==> config.mk <==
export PLATFORM = sky130hd
export DESIGN_NAME = mem_wb_stage
export DESIGN_NICKNAME = d
export VERILOG_FILES = /design/src/rtl/mem_wb_stage.sv
export SDC_FILE = /design/constraint.sdc
export NUM_CORES = 1
export LEC_CHECK = 0
export BUFFER_PORTS_ARGS = -buffer_cell sky130_fd_sc_hd__buf_2
export CORE_AREA = 2 2 212 214
export CTS_CLUSTER_SIZE = 20
export DETAILED_ROUTE_END_ITERATION = 8
export DIE_AREA = 0 0 214 216
export MAX_ROUTING_LAYER = met4
export PLACE_DENSITY_LB_ADDON = 0.08
export SETUP_SLACK_MARGIN = 0.5
export SLEW_MARGIN = 20
export SYNTH_ARGS = -nofsm -noshare
export SYNTH_HDL_FRONTEND = slang
export SYNTH_SLANG_ARGS = --single-unit
export TNS_END_PERCENT = 1
==> constraint.sdc <==
create_clock -name clk -period 5.3 [get_ports clk]
set_clock_uncertainty 0.05 [all_clocks]
set_input_delay 1.06 -clock clk [delete_from_list [all_inputs] [get_ports clk]]
set_output_delay 1.06 -clock clk [all_outputs]
set_load 0.02 [all_outputs]
==> src/rtl/mem_wb_stage.sv <==
// Memory stage + MEM/WB register: LDUR/STUR over a req/ack data port, branch redirect, writeback bundle.
// Latency: non-memory ops reach WB one edge later; memory ops reach WB on the edge after dmem_ack.
// Backpressure: stall holds upstream from the issue cycle until the ack (or timeout) cycle.
module mem_wb_stage #(
  parameter int unsigned MAX_WAIT   = 16,
  parameter int unsigned ADDR_ALIGN = 3
) (
  input  logic        clk,
  input  logic        reset,
  input  logic        mem_valid,
  input  logic [63:0] mem_aluout,
  input  logic [63:0] mem_busB,
  input  logic [4:0]  mem_rd,
  input  logic        mem_mem2reg,
  input  logic        mem_regwrite,
  input  logic        mem_memread,
  input  logic        mem_memwrite,
  input  logic        mem_branch,
  input  logic        mem_uncond_branch,
  input  logic        mem_zero,
  input  logic [63:0] mem_branch_target,
  output logic        dmem_req,
  output logic        dmem_we,
  output logic [63:0] dmem_addr,
  output logic [63:0] dmem_wdata,
  input  logic [63:0] dmem_rdata,
  input  logic        dmem_ack,
  output logic        stall,
  output logic        pcsrc,
  output logic [63:0] branch_target,
  output logic        wb_valid,
  output logic        wb_regwrite,
  output logic [4:0]  wb_rd,
  output logic [63:0] wb_data,
  output logic        mem_error
);

  localparam logic [0:0] S_IDLE = 1'b0;
  localparam logic [0:0] S_WAIT = 1'b1;
  localparam logic [7:0] LAST_CNT = 8'(MAX_WAIT - 1);

  logic [0:0]  state_q, state_d;
  logic        req_q, req_d;
  logic        we_q, we_d;
  logic [63:0] addr_q, addr_d;
  logic [63:0] wdata_q, wdata_d;
  logic [7:0]  cnt_q, cnt_d;
  logic        err_q, err_d;
  logic        wb_valid_q, wb_valid_d;
  logic        wb_regwrite_q, wb_regwrite_d;
  logic [4:0]  wb_rd_q, wb_rd_d;
  logic [63:0] wb_data_q, wb_data_d;

  logic memop, misaligned, start, in_wait, timeout;

  assign memop      = mem_valid & (mem_memread | mem_memwrite);
  assign misaligned = memop & (mem_aluout[ADDR_ALIGN-1:0] != '0);
  assign start      = (state_q == S_IDLE) & memop & ~misaligned;
  assign in_wait    = (state_q == S_WAIT);
  // Timeout only counts when no ack arrives that cycle: a late ack still completes normally.
  assign timeout    = in_wait & ~dmem_ack & (cnt_q == LAST_CNT);

  assign stall         = start | (in_wait & ~dmem_ack & ~timeout);
  assign pcsrc         = mem_valid & (mem_uncond_branch | (mem_branch & mem_zero));
  assign branch_target = mem_branch_target;

  assign dmem_req    = req_q;
  assign dmem_we     = we_q;
  assign dmem_addr   = addr_q;
  assign dmem_wdata  = wdata_q;
  assign wb_valid    = wb_valid_q;
  assign wb_regwrite = wb_regwrite_q;
  assign wb_rd       = wb_rd_q;
  assign wb_data     = wb_data_q;
  assign mem_error   = err_q;

  // Access FSM: latch the request on issue, hold it stable until ack or timeout.
  always_comb begin
    state_d = state_q;
    req_d   = req_q;
    we_d    = we_q;
    addr_d  = addr_q;
    wdata_d = wdata_q;
    cnt_d   = cnt_q;
    if (state_q == S_IDLE) begin
      if (start) begin
        state_d = S_WAIT;
        req_d   = 1'b1;
        we_d    = mem_memwrite;
        addr_d  = mem_aluout;
        wdata_d = mem_busB;
        cnt_d   = 8'd0;
      end
    end else begin
      if (dmem_ack || timeout) begin
        state_d = S_IDLE;
        req_d   = 1'b0;
        cnt_d   = 8'd0;
      end else begin
        cnt_d = cnt_q + 8'd1;
      end
    end
    err_d = err_q | misaligned | timeout;
  end

  // MEM/WB next value: bubble while stalled, otherwise retire the EX/MEM slot.
  always_comb begin
    wb_valid_d    = 1'b0;
    wb_regwrite_d = 1'b0;
    wb_rd_d       = wb_rd_q;
    wb_data_d     = wb_data_q;
    if (!stall) begin
      wb_valid_d    = mem_valid;
      wb_rd_d       = mem_rd;
      wb_data_d     = mem_mem2reg ? dmem_rdata : mem_aluout;
      wb_regwrite_d = mem_valid & mem_regwrite & ~misaligned & ~(timeout & mem_memread);
    end
  end

  // State and pipeline registers; reset also abandons any outstanding access.
  always_ff @(posedge clk) begin
    if (reset) begin
      state_q       <= S_IDLE;
      req_q         <= 1'b0;
      we_q          <= 1'b0;
      addr_q        <= '0;
      wdata_q       <= '0;
      cnt_q         <= '0;
      err_q         <= 1'b0;
      wb_valid_q    <= 1'b0;
      wb_regwrite_q <= 1'b0;
      wb_rd_q       <= '0;
      wb_data_q     <= '0;
    end else begin
      state_q       <= state_d;
      req_q         <= req_d;
      we_q          <= we_d;
      addr_q        <= addr_d;
      wdata_q       <= wdata_d;
      cnt_q         <= cnt_d;
      err_q         <= err_d;
      wb_valid_q    <= wb_valid_d;
      wb_regwrite_q <= wb_regwrite_d;
      wb_rd_q       <= wb_rd_d;
      wb_data_q     <= wb_data_d;
    end
  end

endmodule

# Word-level counts from Yosys, hierarchy flattened
# Cells that the tools add are included.
totals:
  ff_bits: 211
  out_inout_bits: 268
  word_cells: 53
op_classes:
  addsub: 1
  n_eq_ne: 2
  muxes: 10
  bitwise: 23
  reduce_logical: 6
op_table:
  columns: ["cell", "n"]
  rows:
  - ["64-bit two-way mux", 1]
  - ["8-bit two-way mux", 3]
  - ["1-bit AND", 13]
  - ["8-bit by 1-bit adder with 8-bit output (second input constant)", 1]
  - ["8-bit by 4-bit == test with 1-bit output (second input constant)", 1]
  - ["1-bit two-way mux", 6]
  - ["1-bit inverter", 5]
  - ["1-bit bitwise OR", 5]
  - ["2-bit AND reduction", 2]
  - ["3-bit nonzero test", 1]
  - ["2-bit by 1-bit != test with 1-bit output (second input constant)", 1]
  - ["2-bit nonzero test", 1]
  - ["2-bit OR reduction", 1]
  - ["1-bit logical OR", 1]

# Depth between registers and ports, before layout
# Gate-level depths: netlist of the first run.
depth:
  ltp_word: 7
  mapped_depth: 7

# Least setup slack after synthesis of the first run
# OpenSTA, ideal clock, no wires.
synth_timing:
  path_kind: "input-to-output"
  from: "input mem_aluout[0]"
  to: "output stall"
  t_arrival_ns: 2.336
  t_required_ns: 4.190
  setup_slack_ns: 1.854
  cell_stages: 5
  path_buffers: 2
  path_cell_list: "or3_4 or3_4 clkbuf_1 buf_2 nand2_1"
synth_between:
  elab_chain_len: 5
synth_lines:
  columns: ["element", "line_no", "source"]
  rows:
  - ["start, declared", "11", "input logic [63:0] mem_aluout,"]
  - ["3-bit nonzero test", "57", "assign misaligned = memop & (mem_aluout[ADDR_ALIGN-1:0] != '0);"]
  - ["1-bit AND", "57", null]
  - ["1-bit inverter", "58", "assign start = (state_q == S_IDLE) & memop & ~misaligned;"]
  - ["1-bit AND", "58", null]
  - ["1-bit bitwise OR", "63", "assign stall = start | (in_wait & ~dmem_ack & ~timeout);"]
  - ["end, declared", "28", "output logic stall,"]
# Every way passes these cells.

# Worst setup path in the final report of the first run
# Same ends and word-level chain as after synthesis.

==> flow_metrics.env, run 1 <==
export IMPL_antenna_found_initial=5
export IMPL_placed_area_um2=10360
export IMPL_drv_cap=0
export IMPL_synth_fp_nets=1187
export IMPL_ys_top_cells_by_area="dfxtp_1 (51%), nand2_1 (12%), a21oi_1 (8.3%)"
export IMPL_die_height_um=216
export IMPL_drcViolationCount=0
export IMPL_tightest_slew_ns=1.057
export IMPL_avgSynthCellArea_um2=9.014
export IMPL_syn_inst=914
export IMPL_r2r_end="wb_data[5]"
export IMPL_critPathSlowestCell="or3_4"
export IMPL_cts_tree="yes"
export IMPL_fp_dieW_um=214
export IMPL_synth_cell_types=33
export IMPL_seq_area_frac_synth_pct=51.27
export IMPL_die_area_um2=46220
export IMPL_hold_class="flip-flop to flip-flop"
export IMPL_r2r_start="cnt_q[0]"
export IMPL_path_max_fanout=68
export IMPL_start_kind="input pin"
export IMPL_finalCritPeriodShare_pct=71.36
export IMPL_vias=7544
export IMPL_synth_flop_cell="dfxtp_1"
export IMPL_postLayoutCoreUtil_pct=25.82
export IMPL_endpoint_kind="output port"
export IMPL_holdPathEnd="dmem_addr[56]"
export IMPL_min_path_cells=2
export IMPL_clock_tree_root_cell="clkbuf_16"
export IMPL_cp_cell_sequence="buf_2, or3_4, or3_4, nand2_1, buf_2"
export IMPL_power_mw=4.008
export IMPL_core_um2=43840
export IMPL_grtUsageTotal_pct=14.35
export IMPL_final_area_um2=11320
export IMPL_detail_route_first_pass_iterations=4
export IMPL_synth_area_um2=8239
export IMPL_drive_gt1_share_pct=37.59
export IMPL_ir_drop_mv=0.2104
export IMPL_maxSlewViolCount=0
export IMPL_fmaxAchievable_mhz=264.4
export IMPL_ff2ff_path_depth=6
export IMPL_wirelength_mm=33.86
export IMPL_clk_latency_ns=0.56
export IMPL_postCtsHoldBufs=0
export IMPL_cts_sinks=211
export IMPL_max_slew_margin_rel_pct=29.12
export IMPL_synth_edf_count=0
export IMPL_worstPathRequired_ns=4.19
export IMPL_cts_resized=0
export IMPL_yosys_top_cells_count="nand2_1 (256), dfxtp_1 (211), a21oi_1 (137)"
export IMPL_cts_max_path_buffers=3
export IMPL_cp_depth=5
export IMPL_grt_pass1_wl_mm=49.22
export IMPL_yosysTopAreaCellShare_pct=51.27
export IMPL_grt_remaining_overflow=0
export IMPL_fin_nets=1508
export IMPL_grt_max_degree=131
export IMPL_gp_congestion=0.7932
export IMPL_initial_core_util_pct=18.80
export IMPL_io_pins=540
export IMPL_wl_per_cell_um=18.30
export IMPL_synth_most_common_cell="nand2_1"
export IMPL_clk_pin_slew_ns=0.05
export IMPL_max_stage_delay_ns=0.66
export IMPL_dp_hpwl_mm=23.91
export IMPL_rsz0062_at_grt="no"
export IMPL_grt_pass1_vias=7497
export IMPL_fin_tns_setup_ns=0
export IMPL_crit_type="input pin to output port"
export IMPL_async_flop_share_pct=0
export IMPL_cp_top_family="simple AND/OR/NAND/NOR gates"
export IMPL_cp_data_arrival_time_ns=2.67
export IMPL_synthToLayoutAreaGrowth_pct=37.37
export IMPL_h_tree_depth=1
export IMPL_status="complete, no violations"
export IMPL_cts_buffers=28
export IMPL_power_density_nw_per_um2=354.1
export IMPL_rrSetupSlack_ns=2.57
export IMPL_yosys_warnings=0
export IMPL_min_from="dmem_addr[56]"
export IMPL_io_buffers=411
export IMPL_ant_nets=0
export IMPL_leakagePower_nw=5.009
export IMPL_final_min_clock_period_ns=3.782
export IMPL_drt_iter0_drc=302
export IMPL_vias_per_cell=4.078
export IMPL_startpoint="mem_aluout[0]"
export IMPL_ys_ff_latch=211
export IMPL_worstPathBufferInverterCount=2
export IMPL_num_rows=77
export IMPL_finalHoldViolCount=0
export IMPL_whs_ns=0.3991
export IMPL_synth_top_cell_by_area="dfxtp_1"
export IMPL_post_cts_setup_buffers=0
export IMPL_setup_viol=0
-- cell type report --
class,instances,area [um^2]
Antenna cell,5,12.51
Clock buffer,43,857.1
Multi-Input combinational cell,571,3244
Fill cell,4885,32520
Inverter,3,11.26
Tap cell,592,740.7
Clock inverter,5,86.33
Sequential cell,211,4224
Timing Repair Buffer,420,2142
-- stage by stage --
step / cells / worst slack, ns
2_1_floorplan: 914 / 1.854
3_3_place_gp: 1797 / 1.480
3_5_place_dp: 1797 / 1.469
4_1_cts: 1845 / 1.446
5_1_grt: 1850 / 1.437
6_report: 1850 / 1.518
-- placed cells by master, fill, tap and decap left out, types with 2 or more instances in the layout --
cell type  instances
or3_1              5
dfxtp_1          211
a22o_1             5
clkinv_2           2
or3_4              2
clkbuf_1           5
buf_4             10
o2bb2ai_1         64
inv_1              3
o31ai_1            2
o21ai_0            5
mux2i_1           65
nand3_1            4
diode_2            5
nor3b_1            3
a21oi_1          137
nor2_1             2
o21a_1             2
bufinv_16          2
or4_1              2
clkbuf_16         28
clkbuf_8          10
buf_2            409
nand2_1          256
nor2b_1            2
a21boi_0           2
-- per-layer routing --
| layer | part of all wire, % | track usage (%) |
|---|---|---|
| met2 | 50 | 24.43 |
| met5 | 0 | - |
| met1 | 37 | 14.64 |
| met3 | 8.7 | 5.483 |
| met4 | 4.5 | 6.527 |
-- report_power, final --
part	internal, mW	leakage [nW]	total, mW	switching (mW)
logic	0.150	2.82	0.394	0.245
registers	1.65	1.72	1.67	0.0282
clock network	1.20	0.466	1.94	0.742
total	2.99	5.01	4.01	1.01
-- how the worst max path moves through the flow --
stage and endpoint:
6_report stall, 5_1_grt stall, 4_1_cts stall, 3_5_place_dp stall, 3_3_place_gp stall, 2_1_floorplan stall
-- tightest hold or removal path, delay by kind of cell, from the launching register on --
| kind | cells | cell delay, ns |
|---|---|---|
| AOI/OAI and AO/OA | 1 | 0.05 |
| DFF | 1 | 0.30 |
| and+or+nand+nor | 1 | 0.05 |
-- state kept, by name, indices dropped and copies added, names as in the netlist --
| signal | flops |
|---|---|
| wb_regwrite | 1 |
| wb_rd | 5 |
| dmem_addr | 64 |
| dmem_req | 1 |
| dmem_we | 1 |
| wb_valid | 1 |
| mem_error | 1 |
| wb_data | 64 |
| in_wait | 1 |
| dmem_wdata | 64 |
| cnt_q | 8 |
-- cell families after synthesis --
family / after synthesis / synth area share (%)
adders and majority gates: 1 / 0.1518
muxes: 65 / 7.897
and+or+nand+nor: 282 / 13.93
xor gates and xnor gates: 1 / 0.1063
DFF: 211 / 51.27
AOI/OAI and AO/OA: 222 / 17.14
buffers and inverters: 132 / 9.506
Note: power is estimated with default switching activity, not from simulation.
==> run 2: changes to the inputs <==
--- a/config.mk
+++ b/config.mk
@@ -5,11 +5,12 @@
 export SDC_FILE = /design/constraint.sdc
 export NUM_CORES = 1
 export LEC_CHECK = 0
+export ABC_AREA = 1
 export BUFFER_PORTS_ARGS = -buffer_cell sky130_fd_sc_hd__buf_2
-export CORE_AREA = 2 2 212 214
+export CORE_AREA = 2 2 207 209
 export CTS_CLUSTER_SIZE = 20
 export DETAILED_ROUTE_END_ITERATION = 8
-export DIE_AREA = 0 0 214 216
+export DIE_AREA = 0 0 209 211
 export MAX_ROUTING_LAYER = met4
 export PLACE_DENSITY_LB_ADDON = 0.08
 export SETUP_SLACK_MARGIN = 0.5
==> constraint.sdc (replaced) <==
create_clock -name clk -period 3.5 [get_ports clk]
set_clock_uncertainty 0.05 [all_clocks]
set_input_delay 0.7 -clock clk [delete_from_list [all_inputs] [get_ports clk]]
set_output_delay 0.7 -clock clk [all_outputs]
set_load 0.02 [all_outputs]
==> run 2 against run 1 <==
Sequential share of layout area shrank 1.1 points; clock-buffer cell count shrank 1; critical path type unchanged; synthesized cell count increased by 12%; sequential cell count is the same; highest routed layer unchanged; hold slack worse by 0.058 ns.
==> flow_metrics.env, run 2 <==
export IMPL_status="complete, no violations"
export IMPL_tightest_slew_ns=0.7944
export IMPL_synth_xor_area_share_pct=0
export IMPL_drcViolationCount=0
export IMPL_gp_congestion=0.7188
export IMPL_synthToLayoutAreaGrowth_pct=32.97
export IMPL_min_path_cells=3
export IMPL_h_tree_depth=1
export IMPL_grt_max_degree=91
export IMPL_cts_resized=0
export IMPL_startpoint="mem_aluout[0]"
export IMPL_synth_top_cell_by_area="dfxtp_1"
export IMPL_power_mw=5.998
export IMPL_synthAdderAreaFrac_pct=0.1428
export IMPL_cts_sinks=211
export IMPL_yosys_warnings=0
export IMPL_num_rows=75
export IMPL_synth_fp_nets=1300
export IMPL_synth_compound_area_share_pct=14.90
export IMPL_rrSetupSlack_ns=1.35
export IMPL_fin_tns_setup_ns=0
export IMPL_grt_remaining_overflow=0
export IMPL_fp_dieW_um=209
export IMPL_worstPathRequired_ns=2.75
export IMPL_seq_area_frac_synth_pct=48.22
export IMPL_max_slew_margin_rel_pct=47.04
export IMPL_drive_gt1_share_pct=39.81
export IMPL_cts_buffers=27
export IMPL_rsz0062_at_grt="no"
export IMPL_min_from="mem_rd[3]"
export IMPL_vias_per_cell=4.174
export IMPL_synth_most_common_cell="nor2_1"
export IMPL_ant_nets=0
export IMPL_synth_cell_types=23
export IMPL_initial_core_util_pct=20.98
export IMPL_layout_commonest_cell="buf_2"
export IMPL_drv_cap=0
export IMPL_cts_max_path_buffers=3
export IMPL_synth_top_family_by_area="simple AND/OR/NAND/NOR gates"
export IMPL_hold_class="input pin to flip-flop"
export IMPL_yosys_top_cells_count="nor2_1 (268), dfxtp_1 (211), o21ai_0 (128)"
export IMPL_r2r_start="cnt_q[0]"
export IMPL_r2r_end="wb_data[24]"
export IMPL_die_height_um=211
export IMPL_finalHoldViolCount=0
export IMPL_synth_area_um2=8760
export IMPL_vias=7943
export IMPL_core_um2=41760
export IMPL_clock_tree_root_cell="clkbuf_16"
export IMPL_dp_hpwl_mm=23.20
export IMPL_clk_pin_slew_ns=0.05
export IMPL_muxShareOfSynthArea_pct=7.199
export IMPL_synthSimpleGateAreaFrac_pct=18.53
export IMPL_maxSlewViolCount=0
export IMPL_cp_data_arrival_time_ns=1.96
export IMPL_synth_flop_cell="dfxtp_1"
export IMPL_drt_iter0_drc=402
export IMPL_clk_latency_ns=0.55
export IMPL_fin_nets=1616
export IMPL_power_density_nw_per_um2=515.0
export IMPL_wirelength_mm=32.81
export IMPL_ff2ff_path_depth=8
export IMPL_fmaxAchievable_mhz=368.6
export IMPL_synth_edf_count=0
export IMPL_holdPathEnd="wb_rd[3]"
export IMPL_post_cts_setup_buffers=0
export IMPL_start_kind="input pin"
export IMPL_ys_ff_latch=211
export IMPL_postCtsHoldBufs=0
export IMPL_avgSynthCellArea_um2=8.529
export IMPL_antenna_found_initial=5
export IMPL_ys_top_cells_by_area="dfxtp_1 (48%), nor2_1 (11%), o21ai_0 (7.3%)"
export IMPL_final_cell_mix="buf_2 (410), nor2_1 (268), dfxtp_1 (211)"
export IMPL_crit_type="input pin to output port"
export IMPL_grt_pass1_vias=7875
export IMPL_async_flop_share_pct=0
export IMPL_grtUsageTotal_pct=14.75
export IMPL_cts_tree="yes"
export IMPL_ir_drop_mv=0.2887
export IMPL_wl_per_cell_um=17.24
export IMPL_leakagePower_nw=5.394
export IMPL_final_min_clock_period_ns=2.713
export IMPL_grt_pass1_wl_mm=48.88
export IMPL_detail_route_first_pass_iterations=4
export IMPL_endpoint_kind="output port"
export IMPL_syn_inst=1027
export IMPL_setup_viol=0
export IMPL_die_area_um2=44100
export IMPL_io_buffers=411
export IMPL_yosysTopAreaCellShare_pct=48.22
export IMPL_io_pins=540
export IMPL_path_max_fanout=27
export IMPL_finalCritPeriodShare_pct=77.51
run 2: logic make-up after synthesis:
group | Yosys count
DFF | 211
buffers and inverters | 156
AOI/OAI and AO/OA | 209
adders and majority gates | 1
and+or+nand+nor | 387
muxes | 63
run 2: layout make-up:
type | instances | area, um^2
diodes | 5 | 12.51
multi-input cells | 660 | 3571
inverters | 20 | 82.58
flip-flops and latches | 211 | 4224
fillers | 4637 | 30110
repair buffers | 423 | 2237
clock inverters | 3 | 43.79
clock buffers | 42 | 802.0
well taps | 539 | 674.4
run 2: how the worst max path moves through the flow:
| stage | cells after the start | slack, ns | endpoint |
|---|---|---|---|
| floorplan | 6 | 1.39 | stall |
| global placement | 7 | 0.74 | dmem_wdata[18] |
| detailed placement | 7 | 0.77 | stall |
| CTS | 7 | 0.76 | stall |
| global route | 7 | 0.67 | stall |
| finish | 7 | 0.79 | stall |
run 2: power breakdown:
| group | internal [mW] | switching [mW] |
|---|---|---|
| registers | 2.51 | 0.0512 |
| logic | 0.282 | 0.458 |
| clock network | 1.63 | 1.07 |
| total | 4.42 | 1.58 |
run 2: metal layers:
metal	global-route usage, %	wire length (um)	vias to the layer above	share of wire, %
met5	-	0	-	0
met4	4.384	705	0	2.1
met3	5.412	3009	39	9.2
met2	23.66	15300	333	47
met1	17.27	13800	3603	42
li1	-	-	3968	-
run 2: stage by stage:
| step | cell area (um^2) | setup slack [ns] | cells | hold WS [ns] | utilization [%] |
|---|---|---|---|---|---|
| 2_1_floorplan | 8760 | 1.385 | 1027 | 0.4025 | - |
| 3_3_place_gp | 10790 | 0.7432 | 1853 | 0.3800 | 25.84 |
| 3_5_place_dp | 10790 | 0.7675 | 1853 | 0.3829 | 25.84 |
| 4_1_cts | 11630 | 0.7646 | 1898 | 0.3068 | 27.86 |
| 5_1_grt | 11640 | 0.6696 | 1902 | 0.3166 | 27.89 |
| 6_report | 11650 | 0.7871 | 1903 | 0.3410 | 27.89 |
run 2: worst max-delay path, cell delays in order:
cell     delay, ns
buf_2         0.10
nor2_1        0.25
nand2_1       0.14
inv_1         0.14
nand2_4       0.23
nand2_2       0.19
buf_2         0.21
==> run 3: changes to the inputs <==
--- a/config.mk
+++ b/config.mk
@@ -7,10 +7,10 @@
 export LEC_CHECK = 0
 export ABC_AREA = 1
 export BUFFER_PORTS_ARGS = -buffer_cell sky130_fd_sc_hd__buf_2
-export CORE_AREA = 2 2 207 209
+export CORE_AREA = 2 2 211 213
 export CTS_CLUSTER_SIZE = 20
 export DETAILED_ROUTE_END_ITERATION = 8
-export DIE_AREA = 0 0 209 211
+export DIE_AREA = 0 0 213 215
 export MAX_ROUTING_LAYER = met4
 export PLACE_DENSITY_LB_ADDON = 0.08
 export SETUP_SLACK_MARGIN = 0.5
==> constraint.sdc (replaced) <==
create_clock -name clk -period 2.27 [get_ports clk]
set_clock_uncertainty 0.05 [all_clocks]
set_input_delay 0.454 -clock clk [delete_from_list [all_inputs] [get_ports clk]]
set_output_delay 0.454 -clock clk [all_outputs]
set_load 0.02 [all_outputs]
==> run 3 against run 2 <==
Clock power increased by 74%; cell count increased by 4.3%; via count increased by 2.1%; utilization decreased by 0.072 points; sequential power increased by 54%; clock-buffer cell count unchanged; hold slack got worse by 0.25 ns; power increased by 64%; highest routed layer unchanged.
==> flow_metrics.env, run 3 (synthesis gave the netlist of run 2 again) <==
export IMPL_status="complete, no violations"
export IMPL_io_buffers=411
export IMPL_grt_remaining_overflow=0
export IMPL_grtUsageTotal_pct=14.48
export IMPL_layout_commonest_cell="buf_2"
export IMPL_postLayoutCoreUtil_pct=27.82
export IMPL_finalHoldViolCount=0
export IMPL_drv_cap=0
export IMPL_cts_max_path_buffers=3
export IMPL_antenna_found_initial=9
export IMPL_final_area_um2=12140
export IMPL_h_tree_depth=1
export IMPL_leakagePower_nw=5.616
export IMPL_io_pins=540
export IMPL_die_area_um2=45800
export IMPL_initial_core_util_pct=20.07
export IMPL_min_from="mem_rd[2]"
export IMPL_tightest_slew_ns=0.3926
export IMPL_min_path_cells=3
export IMPL_fin_nets=1637
export IMPL_crit_path_frequent_cell="nand2_4"
export IMPL_cts_sinks=211
export IMPL_ant_nets=0
export IMPL_wirelength_mm=33.75
export IMPL_die_height_um=215
export IMPL_cp_data_arrival_time_ns=1.60
export IMPL_grt_pass1_vias=8112
export IMPL_fp_dieW_um=213
export IMPL_fmaxAchievable_mhz=475.2
export IMPL_max_slew_margin_rel_pct=73.83
export IMPL_clock_tree_root_cell="clkbuf_16"
export IMPL_placed_area_um2=11020
export IMPL_cts_buffers=28
export IMPL_maxSlewViolCount=0
export IMPL_worstPathRequired_ns=1.77
export IMPL_crit_type="flip-flop to output port"
export IMPL_rrSetupSlack_ns=0.60
export IMPL_core_um2=43640
export IMPL_dp_hpwl_mm=24.21
export IMPL_whs_ns=0.09344
export IMPL_detail_route_first_pass_iterations=4
export IMPL_ff2ff_path_depth=10
export IMPL_final_min_clock_period_ns=2.104
export IMPL_power_mw=9.852
export IMPL_endpoint_kind="output port"
export IMPL_ir_drop_mv=0.3544
export IMPL_holdPathEnd="wb_rd[2]"
export IMPL_num_rows=77
export IMPL_drive_gt1_share_pct=41.47
export IMPL_grt_max_degree=66
export IMPL_max_stage_delay_ns=0.36
export IMPL_fin_tns_setup_ns=0
export IMPL_vias=8110
export IMPL_final_cell_mix="buf_2 (409), nor2_1 (268), dfxtp_1 (209)"
export IMPL_clk_latency_ns=0.56
export IMPL_drt_iter0_drc=332
export IMPL_gp_congestion=0.7453
export IMPL_drcViolationCount=0
export IMPL_power_density_nw_per_um2=811.4
export IMPL_vias_per_cell=4.088
export IMPL_wl_per_cell_um=17.01
export IMPL_critPathSlowestCell="dfxtp_2"
export IMPL_finalCritPeriodShare_pct=92.70
export IMPL_path_max_fanout=2
export IMPL_clk_pin_slew_ns=0.06
export IMPL_grt_pass1_wl_mm=49.59
export IMPL_start_kind="flip-flop"
export IMPL_r2r_end="wb_data[22]"
export IMPL_setup_viol=0
export IMPL_cts_tree="yes"
export IMPL_hold_class="input pin to flip-flop"
export IMPL_cp_cell_sequence="ha_4, nand2_4, nor2_4, nand3_4, nand2_4, nand2_4, buf_6"
export IMPL_r2r_start="cnt_q[0]"
export IMPL_rsz0062_at_grt="yes"
export IMPL_synthToLayoutAreaGrowth_pct=38.61
==> run 3: cell type report <==
class / count / area, um^2
clock inverters: 8 / 117.6
multi-input cells: 660 / 3598
flip-flops and latches: 211 / 4227
inverters: 20 / 82.58
fillers: 4833 / 31500
repair buffers: 443 / 2481
well taps: 592 / 740.7
clock buffers: 42 / 874.6
diodes: 8 / 20.02
==> run 3: report_power, final <==
part	total (mW)	switching (mW)	internal, mW
Sequential	3.95	0.0778	3.87
Combinational	1.19	0.729	0.460
Clock	4.71	1.74	2.97
==> run 3: worst max-delay path: cells and delay by family, from the launching register on <==
family | cells | cell delay [ns]
buf+inv | 1 | 0.13
flops | 1 | 0.36
fa+ha+maj | 1 | 0.15
simple gates | 5 | 0.40
==> run 3: worst max path at each step <==
| stage | slack (ns) | to | cells after the start | startpoint |
|---|---|---|---|---|
| 3_3_place_gp | 0.31 | stall | 7 | mem_aluout[0] |
| 6_report | 0.17 | stall | 7 | cnt_q[0] |
| 5_1_grt | 0.08 | stall | 7 | cnt_q[0] |
| 4_1_cts | 0.08 | stall | 7 | cnt_q[1] |
| 2_1_floorplan | 0.55 | stall | 7 | cnt_q[0] |
| 3_5_place_dp | 0.27 | wb_data[14] | 9 | mem_aluout[0] |
==> run 3: stage by stage <==
step | std cells | setup slack [ns]
after detailed placement | 1916 | 0.2662
after CTS | 1974 | 0.08147
after global routing | 1984 | 0.07610
after floorplan | 1027 | 0.5545
after global placement | 1916 | 0.3119
final | 1984 | 0.1657
==> run 3: per-layer routing <==
metal,up-vias,GRT usage [%],share of wire [%]
li1,4021,-,-
met1,3730,16.86,42
met2,306,23.63,46
met3,53,5.071,10
met4,0,3.706,1.8
met5,-,-,0
==> run 3: repair_timing <==
item / 4_1_cts / 5_1_grt
hold buffers: 0 / 0
endpoints found under the setup margin: 23 / 31
buffers inserted: 8 / 2
pin swaps: 4 / 4
cloned: 0 / 0
resized for setup: 7 / 1
